$ cat config.mk
export PLATFORM = sky130hd
export DESIGN_NAME = mem_apb_bridge
export DESIGN_NICKNAME = d
export VERILOG_FILES = /design/src/rtl/mem_apb_bridge.sv
export SDC_FILE = /design/constraint.sdc
export NUM_CORES = 1
export LEC_CHECK = 0
export BUFFER_PORTS_ARGS = -buffer_cell sky130_fd_sc_hd__buf_4
export CORE_ASPECT_RATIO = 0.5
export CORE_MARGIN = 8
export CORE_UTILIZATION = 48
export DETAILED_ROUTE_END_ITERATION = 8
export GPL_TIMING_DRIVEN = 0
export PLACE_DENSITY = 0.87
export SKIP_CTS_REPAIR_TIMING = 1
export SLEW_MARGIN = 20
export SYNTH_ARGS = -nofsm -noshare
export SYNTH_HDL_FRONTEND = slang
export SYNTH_SLANG_ARGS = --single-unit
$ cat constraint.sdc
create_clock -name Clock -period 2.8 [get_ports Clock]
set_clock_uncertainty 0.15 [all_clocks]
set_input_delay 0.7 -clock Clock [delete_from_list [all_inputs] [get_ports Clock]]
set_output_delay 0.7 -clock Clock [all_outputs]
set_load 0.1 [all_outputs]
$ cat src/rtl/mem_apb_bridge.sv
// mem_apb_bridge: processor data-memory port to APB master bridge.
// Optional feature: define APB_TIMEOUT_EN to abort ACCESS after TIMEOUT_CYCLES wait cycles.
module mem_apb_bridge #(
    parameter int TIMEOUT_CYCLES = 16
) (
    input  logic        Clock,
    input  logic        Resetn,
    input  logic [7:0]  addr,
    input  logic [31:0] dout,
    input  logic        write,
    input  logic        enable,
    input  logic        sel,
    output logic [31:0] mem_in,
    output logic        ready,
    output logic        err,
    output logic        busy,
    output logic [7:0]  paddr,
    output logic        psel,
    output logic        penable,
    output logic        pwrite,
    output logic [31:0] pwdata,
    input  logic [31:0] prdata,
    input  logic        pready,
    input  logic        pslverr
);
    typedef enum logic [1:0] {IDLE, SETUP, ACCESS} state_t;
    state_t state, state_nx;
    logic done, timeout;
    assign done = state == ACCESS && pready;
`ifdef APB_TIMEOUT_EN
    localparam int CW = $clog2(TIMEOUT_CYCLES + 1);
    logic [CW-1:0] wait_cnt;
    assign timeout = state == ACCESS && !pready && wait_cnt == CW'(TIMEOUT_CYCLES - 1);
    // Count consecutive ACCESS cycles without pready; cleared when leaving ACCESS.
    always_ff @(posedge Clock or negedge Resetn)
        if (!Resetn) wait_cnt <= '0;
        else wait_cnt <= (state == ACCESS && !pready && !timeout) ? wait_cnt + 1'b1 : '0;
`else
    localparam int unused_timeout_cycles = TIMEOUT_CYCLES;
    assign timeout = 1'b0;
`endif
    // Next-state: a valid request leaves IDLE, SETUP always advances, ACCESS waits for pready or timeout.
    always_comb begin
        state_nx = state;
        state_nx = state == IDLE  ? ((enable && sel) ? SETUP : IDLE) :
                   state == SETUP ? ACCESS :
                   (done || timeout) ? IDLE : ACCESS;
    end
    // State and all outputs are registered, derived from the next state so they align with it.
    always_ff @(posedge Clock or negedge Resetn)
        if (!Resetn) begin
            state   <= IDLE;
            psel    <= 1'b0;
            penable <= 1'b0;
            busy    <= 1'b0;
            ready   <= 1'b0;
            err     <= 1'b0;
            paddr   <= '0;
            pwdata  <= '0;
            pwrite  <= 1'b0;
            mem_in  <= '0;
        end else begin
            state   <= state_nx;
            psel    <= state_nx != IDLE;
            penable <= state_nx == ACCESS;
            busy    <= state_nx != IDLE;
            ready   <= done || timeout;
            err     <= (done && pslverr) || timeout;
            if (state == IDLE && enable && sel) begin
                paddr  <= addr;
                pwdata <= dout;
                pwrite <= write;
            end
            if (done && !pwrite && !pslverr) mem_in <= prdata;
        end
endmodule

---- Word-level counts from Yosys, hierarchy flattened ----
Cells that the tools add are included.
cells by class
  multiplexer cells ....................... 4
  eq/ne operators ......................... 3
  reductions and logical operators ........ 11
operator list
  kind                                                  count
  logical AND 1 bit                                     7
  two-way mux 2 bit                                     3
  equality test 2 bit (second input constant)           2
  equality test 2 x 1 -> 1 bit (second input constant)  1
  logical NOT 1 bit                                     2
  logical NOT 2 bit                                     1
  nonzero test 2 bit                                    1
  two-way mux 1 bit                                     1
word-level totals
  register bits after elaboration ......... 79
  input port bits ......................... 79

---- Depth between registers and ports, before layout ----
Gate-level depths: netlist of the first run.
  word-level depth ........................ 6
  depth in mapped cells ................... 5
  mapped depth without buffers ............ 3

---- Worst setup path after synthesis of the first run ----
No wires, ideal clock.
  path type ............................... register -> register
  from .................................... register pwrite
  to ...................................... register mem_in[10]
  slack ................................... 0.603 ns
  cell stages (with the launch flop) ...... 5
  data arrival time ....................... 1.921 ns
  required time ........................... 2.525 ns
  path buffers ............................ 2
  path through ............................ dfrtp_1 or4_1 buf_6 buf_12 mux2_4
between the ends
  word-level cells in the longest chain between the ends .. 3
RTL lines
  element                         RTL line  RTL
  from (decl)                     20        output logic pwrite,
  from (signal assigned)          72        pwrite <= write;
  logical NOT 1 bit               74        if (done && !pwrite && !pslverr) mem_in <= prdata;
  logical AND 1 bit (2 in a row)  74
  to (signal assigned)            74
  to (decl)                       13        output logic [31:0] mem_in,
Every way passes these cells.
A chain may end at the register's enable or synchronous reset.

---- Final worst setup path of the first run ----
  from .................................... register psel
  to ...................................... output port psel
RTL lines
  element                 RTL line  RTL
  from (decl)             18        output logic psel,
  from (signal assigned)  53        psel <= 1'b0;
  from (signal assigned)  64        psel <= state_nx != IDLE;
No word-level cell between the ends.

==> results of run 1 <==
kinds of logic after synthesis:
group                  count (synthesis)  share of synthesized area
AO/OA/AOI/OAI                          2                    0.00570
buffers and inverters                 10                     0.0334
flip-flops                            79                      0.643
multiplexers                          73                      0.304
AND/OR/NAND/NOR                        7                     0.0134
worst max-delay path by stage:
stage / startpoint / to / slack (ns) / cells after the start
4_1_cts: psel / psel / 0.86 / 2
6_report: psel / psel / 0.88 / 2
3_5_place_dp: pslverr / mem_in[22] / 0.52 / 5
5_1_grt: psel / psel / 0.84 / 2
2_1_floorplan: pwrite / mem_in[10] / 0.60 / 4
3_3_place_gp: pslverr / mem_in[22] / 0.59 / 5
cell usage after synthesis (2+ instances only):
library cell,number,share of area
sky130_fd_sc_hd__buf_12,3,0.020
sky130_fd_sc_hd__buf_2,4,0.0065
sky130_fd_sc_hd__mux2_2,43,0.16
sky130_fd_sc_hd__nand2_1,2,0.0024
sky130_fd_sc_hd__mux2_4,30,0.15
sky130_fd_sc_hd__a21o_2,2,0.0057
sky130_fd_sc_hd__dfrtp_1,79,0.64
through the flow:
step,worst slack (ns),utilization
floorplan,0.603,-
global placement,0.590,0.710
detailed placement,0.522,0.710
CTS,0.865,0.763
global route,0.842,0.763
finish,0.880,0.763
layout make-up:
class	count	area (µm²)
plain buffers	9	98.8
clock buffers	13	260
clock inverters	3	65.1
fillers	373	1450
inverters	1	3.75
multi-input cells	82	993
flip-flops and latches	79	1980
well taps	88	110
repair buffers	156	1170
flip-flops by register name, indices dropped and copies added, names as in the netlist:
| name | count |
|---|---|
| mem_in | 32 |
| paddr | 8 |
| ready | 1 |
| pwrite | 1 |
| err | 1 |
| state | 2 |
| psel | 1 |
| pwdata | 32 |
| penable | 1 |
per-layer routing:
layer	global-route usage	vias to the layer above
met5	0	-
met4	0.0942	0
met3	0.0569	17
met2	0.332	48
met1	0.161	1048
li1	-	928
==> summary.log, run 1 <==
qor: synth.syn_nets 250
qor: global_route.gr-usage-all-layers 0.173
qor: global_route.grt_start_max_net_pins 80
qor: setup_path.critical_path.max_fanout 2
qor: detailed_routing.met2_length 4730 µm
qor: detailed_routing.routed_wl_met3 366 µm
qor: setup_path.path_common_cell sky130_fd_sc_hd__buf_4
qor: detailed_routing.drt_iter0_markers 132
qor: floorplan.chipWidth 129 µm
qor: setup_path.arrival 1.07 ns
qor: sta.worst_slew_margin_rel 0.366
qor: sta.maxClockFrequency 521 MHz
qor: detailed_routing.routed_wl 7960 µm
qor: global_route.grt_remaining_overflow 0
qor: hold_path.holdPathEnd pwdata[18]
qor: clock_tree.htree_num_levels 3
qor: floorplan.fp.dieH 72.6 µm
qor: floorplan.coreArea 6130 µm²
qor: sta.final.period_utilization 0.686
qor: synth.synth_flop_cell sky130_fd_sc_hd__dfrtp_1
qor: job.max_cap_violations 0
qor: synth.mean_area_per_synthesized_cell 18.0 µm²
qor: place.numPortBuffers 156
qor: setup_path.critical_path_required 1.95 ns
qor: sta.unrepaired_setup_endpoints_after_global_routing false
qor: detailed_routing.via_count 2041
qor: clock_tree.cts_root_buffer sky130_fd_sc_hd__clkbuf_16
qor: setup_path.ff2ff_setup_slack 0.90 ns
qor: clock_tree.cts_buffers 9
qor: cells_and_area.fin_cells 431
qor: cells_and_area.mostFrequentLayoutCell sky130_fd_sc_hd__buf_4
qor: detailed_routing.uppermost_routed_layer met4
qor: detailed_routing.wl_met1 2650 µm
qor: synth.ys_seq_elements 79
qor: detailed_routing.post-route-drc-count 0
qor: cells_and_area.final_cell_area_excluding_filler_cells 4680 µm²
qor: synth.netlist_instances 171
qor: global_route.first_global_vias 2361
qor: setup_path.critical_path.cell_chain buf_4 > buf_4
qor: detailed_routing.postRouteAntennaNets 0
qor: cells_and_area.nNetsFinal 417
qor: sta.final.hold.worst_slack 0.358 ns
qor: floorplan.std_cell_rows 20
qor: setup_path.worst-path-buf-inv 2
qor: synth.number_of_enable_type_register_cells_in_the_synthesized_netlist 0
qor: sta.slew_limit_fails 0
qor: cells_and_area.most-common-layout-cells 157 x sky130_fd_sc_hd__buf_4, 79 x sky130_fd_sc_hd__dfrtp_1, 43 x sky130_fd_sc_hd__mux2_2
qor: sta.tightest_slew 0.952 ns
qor: hold_path.min_path_type flip-flop to flip-flop
qor: cells_and_area.drive_above_1_share 0.746
qor: clock_tree.cts_sinks 79
qor: clock_tree.clock_transition_time_at_the_flip_flop_clock_pins_of_the_worst_setup_and_hold_paths 0.06 ns
qor: sta.setup_viol_count_final 0
qor: detailed_routing.viasPerCell 4.74
qor: sta.final_total_negative_setup_slack 0 ns
qor: place.gpl.final_weighted_congestion 0.699
qor: synth.yosysUniqueCellTypes 15
qor: cells_and_area.ant_diodes 0
qor: floorplan.design.die.area 9370 µm²
qor: clock_tree.tritoncts done
qor: setup_path.start_kind flip-flop
qor: synth.synth-seq-area-share 0.643
qor: setup_path.crit_path_top_delay_cell sky130_fd_sc_hd__dfrtp_1
qor: sta.final.min_clock_period 1.92 ns
qor: place.dp_cells 415
qor: place.placed_area 4350 µm²
qor: setup_path.timing_worst_setup_path_type flip-flop to output pin
qor: detailed_routing.firstDrtPassIters 4
qor: hold_path.hold_depth 1
qor: synth.yosysWarningCount 0
qor: detailed_routing.route.detailed.wl_per_inst 18.5 µm
qor: outcome.run_status completed
qor: setup_path.timing.critical_path.slowest_cell_delay 0.36 ns
qor: floorplan.start_util 0.501
qor: synth.synth_async_sr_flop_share 1.00
qor: sta.hold_violations 0
qor: setup_path.regToRegEndpoint mem_in[5]
qor: floorplan.num_io_pins 157
qor: global_route.antenna_found_initial 0
qor: global_route.global_route_wire_length_before_repair 12100 µm
qor: clock_tree.clock_insertion_delay_worst_skew 0.33 ns
qor: synth.netlist_area_before_placement 3070 µm²
qor: setup_path.crit-reg2reg-launch state[0]
qor: clock_tree.clockBufferDepth 2
qor: place.place_hpwl 5980 µm
qor: cells_and_area.p_r_area_growth_vs_syn 52.3%
qor: hold_path.hold_sp pwdata[18]
qor: setup_path.cp_top_family buffers and inverters
qor: setup_path.worst-r2r-cell-count 4
qor: setup_path.crit_path_end_kind output pin
Power of run 1 is not shown: default switching activity piles up to over one toggle a cycle in this logic, so the estimate is an artifact.
==> inputs of run 2 (changes only) <==
CORE_UTILIZATION = 41   (was 48)
PLACE_DENSITY = 0.79   (was 0.87)
clock period = 1.75 ns   (was 2.8 ns; I/O delays follow)
==> run 2 against run 1 <==
The run now ends with setup timing left. Sequential share of layout area decreased by 0.24 points. Register-to-register slack got worse by 0.95 ns. Sequential cell count is the same. Cell count grew 2.6%. Global-route usage down 2.6 points. Wire length is 1.5% higher. Utilization fell by 12 points. Largest cell class unchanged.
==> summary.log, run 2 (same netlist as run 1, synthesis figures left out) <==
qor: place.placed_area 4370 µm² [+0.43%]
qor: floorplan.fp.dieH 77.2 µm [+6.4%]
qor: place.numPortBuffers 156 [unchanged]
qor: detailed_routing.post-route-drc-count 0 [unchanged]
qor: clock_tree.clock_transition_time_at_the_flip_flop_clock_pins_of_the_worst_setup_and_hold_paths 0.06 ns [about the same]
qor: setup_path.critical_path_required 1.81 ns [-0.14 ns]
qor: setup_path.crit_path_end_kind flip-flop
qor: floorplan.coreArea 7290 µm² [+19%]
qor: setup_path.crit_path_top_delay_cell sky130_fd_sc_hd__or4_4
qor: outcome.violations_in_the_final_reports setup timing
qor: place.dp_cells 423 [+1.9%]
qor: detailed_routing.firstDrtPassIters 3 [-1]
qor: hold_path.min_path_type input pin to async pin
qor: sta.final.hold.worst_slack 0.110 ns [-0.248 ns]
qor: cells_and_area.final_cell_area_excluding_filler_cells 4720 µm² [+0.96%]
qor: detailed_routing.via_count 2040 [-0.049%]
qor: sta.tightest_slew 0.962 ns [+0.0103 ns]
qor: detailed_routing.route.detailed.wl_per_inst 18.3 µm [-1.0%]
qor: detailed_routing.viasPerCell 4.62 [-2.5%]
qor: sta.setup_viol_count_final 62 [+62]
qor: detailed_routing.routed_wl 8080 µm [+1.5%]
qor: sta.final.min_clock_period 1.80 ns
qor: cells_and_area.mostFrequentLayoutCell sky130_fd_sc_hd__buf_4
qor: clock_tree.cts_buffers 9 [unchanged]
qor: cells_and_area.p_r_area_growth_vs_syn 53.7%
qor: setup_path.timing_worst_setup_path_type flip-flop to flip-flop
qor: setup_path.arrival 1.87 ns [+0.80 ns]
qor: cells_and_area.nNetsFinal 420 [+0.72%]
qor: sta.unrepaired_setup_endpoints_after_global_routing true
qor: clock_tree.htree_num_levels 3 [unchanged]
qor: cells_and_area.nFillCells 535 [+43%]
qor: cells_and_area.most-common-layout-cells 160 x sky130_fd_sc_hd__buf_4, 75 x sky130_fd_sc_hd__dfrtp_1, 43 x sky130_fd_sc_hd__mux2_2
qor: detailed_routing.drt_iter0_markers 56 [-58%]
qor: global_route.grt_remaining_overflow 0 [unchanged]
qor: floorplan.start_util 0.421 [-0.0800]
qor: sta.worst_slew_margin_rel 0.359 [-0.00684]
qor: cells_and_area.fin_cells 442 [+2.6%]
qor: clock_tree.cts_sinks 79 [unchanged]
qor: cells_and_area.top_regs mem_in x32, pwdata x32, paddr x8
qor: outcome.run_status complete, but fails checks
qor: global_route.first_global_vias 2342 [-0.80%]
qor: setup_path.critical_path.cell_chain or4_4 > clkbuf_16 > mux2_4
qor: setup_path.start_kind flip-flop
qor: clock_tree.clockBufferDepth 2 [unchanged]
qor: sta.hold_violations 0 [unchanged]
qor: floorplan.std_cell_rows 22 [+10%]
qor: place.place_hpwl 6030 µm [+0.78%]
qor: clock_tree.tritoncts done
qor: detailed_routing.postRouteAntennaNets 0 [unchanged]
qor: setup_path.timing.critical_path.slowest_cell_delay 0.57 ns [+0.21 ns]
qor: cells_and_area.drive_above_1_share 0.769 [+0.0224]
qor: setup_path.worst-path-buf-inv 1 [-1]
qor: sta.finalWorstSetupSlack -0.0537 ns [-0.934 ns]
qor: floorplan.design.die.area 10700 µm² [+14%]
qor: clock_tree.clock_insertion_delay_worst_skew 0.33 ns [about the same]
qor: sta.final.period_utilization 1.03
qor: sta.slew_limit_fails 0 [unchanged]
qor: sta.maxClockFrequency 554 MHz
qor: floorplan.num_io_pins 157 [unchanged]
qor: place.gpl.final_weighted_congestion 0.708 [+1.2%]
qor: global_route.global_route_wire_length_before_repair 12500 µm [+2.8%]
qor: floorplan.chipWidth 138 µm [+7.2%]
qor: global_route.antenna_found_initial 0 [unchanged]
qor: global_route.grt_start_max_net_pins 80 [unchanged]
qor: cells_and_area.ant_diodes 0 [unchanged]
qor: job.max_cap_violations 0 [unchanged]
qor: setup_path.cp_top_family simple AND/OR/NAND/NOR gates
qor: global_route.gr-usage-all-layers 0.147 [-0.0260]
qor: clock_tree.cts_root_buffer sky130_fd_sc_hd__clkbuf_16
qor: sta.final_total_negative_setup_slack -2.19 ns [-2.19 ns]
qor: setup_path.critical_path.max_fanout 5 [+3]
## run 2: path summary, 6_finish.rpt
check | start | end | slack [ns] | cells past startpoint
min | Resetn | paddr[1] | 0.11 | 1
min in group Clock | prdata[15] | mem_in[15] | 0.19 | 2
max | pwrite | mem_in[1] | -0.05 | 3
min reg2reg | state[0] | ready | 0.33 | 1
max reg2reg | pwrite | mem_in[1] | -0.05 | 3
max in group asynchronous | Resetn | pwrite | 0.64 | 1
## run 2: final cells by class
class	instances	area (µm²)	area share
Clock buffer	10	229	0.0485
Timing Repair Buffer	160	1220	0.259
Tap cell	96	120	0.0254
Inverter	1	3.75	0.000794
Clock inverter	6	61.3	0.0130
Buffer	8	97.6	0.0207
Multi-Input combinational cell	82	1010	0.213
Sequential cell	79	1980	0.420
## run 2: layer usage
metal / track usage / vias up / wire length, µm
li1: - / 935 / -
met1: 0.137 / 1023 / 2720
met2: 0.283 / 57 / 4750
met3: 0.0400 / 25 / 318
met4: 0.0904 / 0 / 291
met5: 0 / - / 0
## run 2: metrics by stage
| stage | worst slack (ns) | util |
|---|---|---|
| 4_1_cts | -0.115 | 0.639 |
| 3_3_place_gp | -0.177 | 0.599 |
| 5_1_grt | -0.111 | 0.648 |
| 2_1_floorplan | -0.220 | - |
| 6_report | -0.0537 | 0.648 |
| 3_5_place_dp | -0.197 | 0.599 |
Power of run 2 is left out for the same reason.
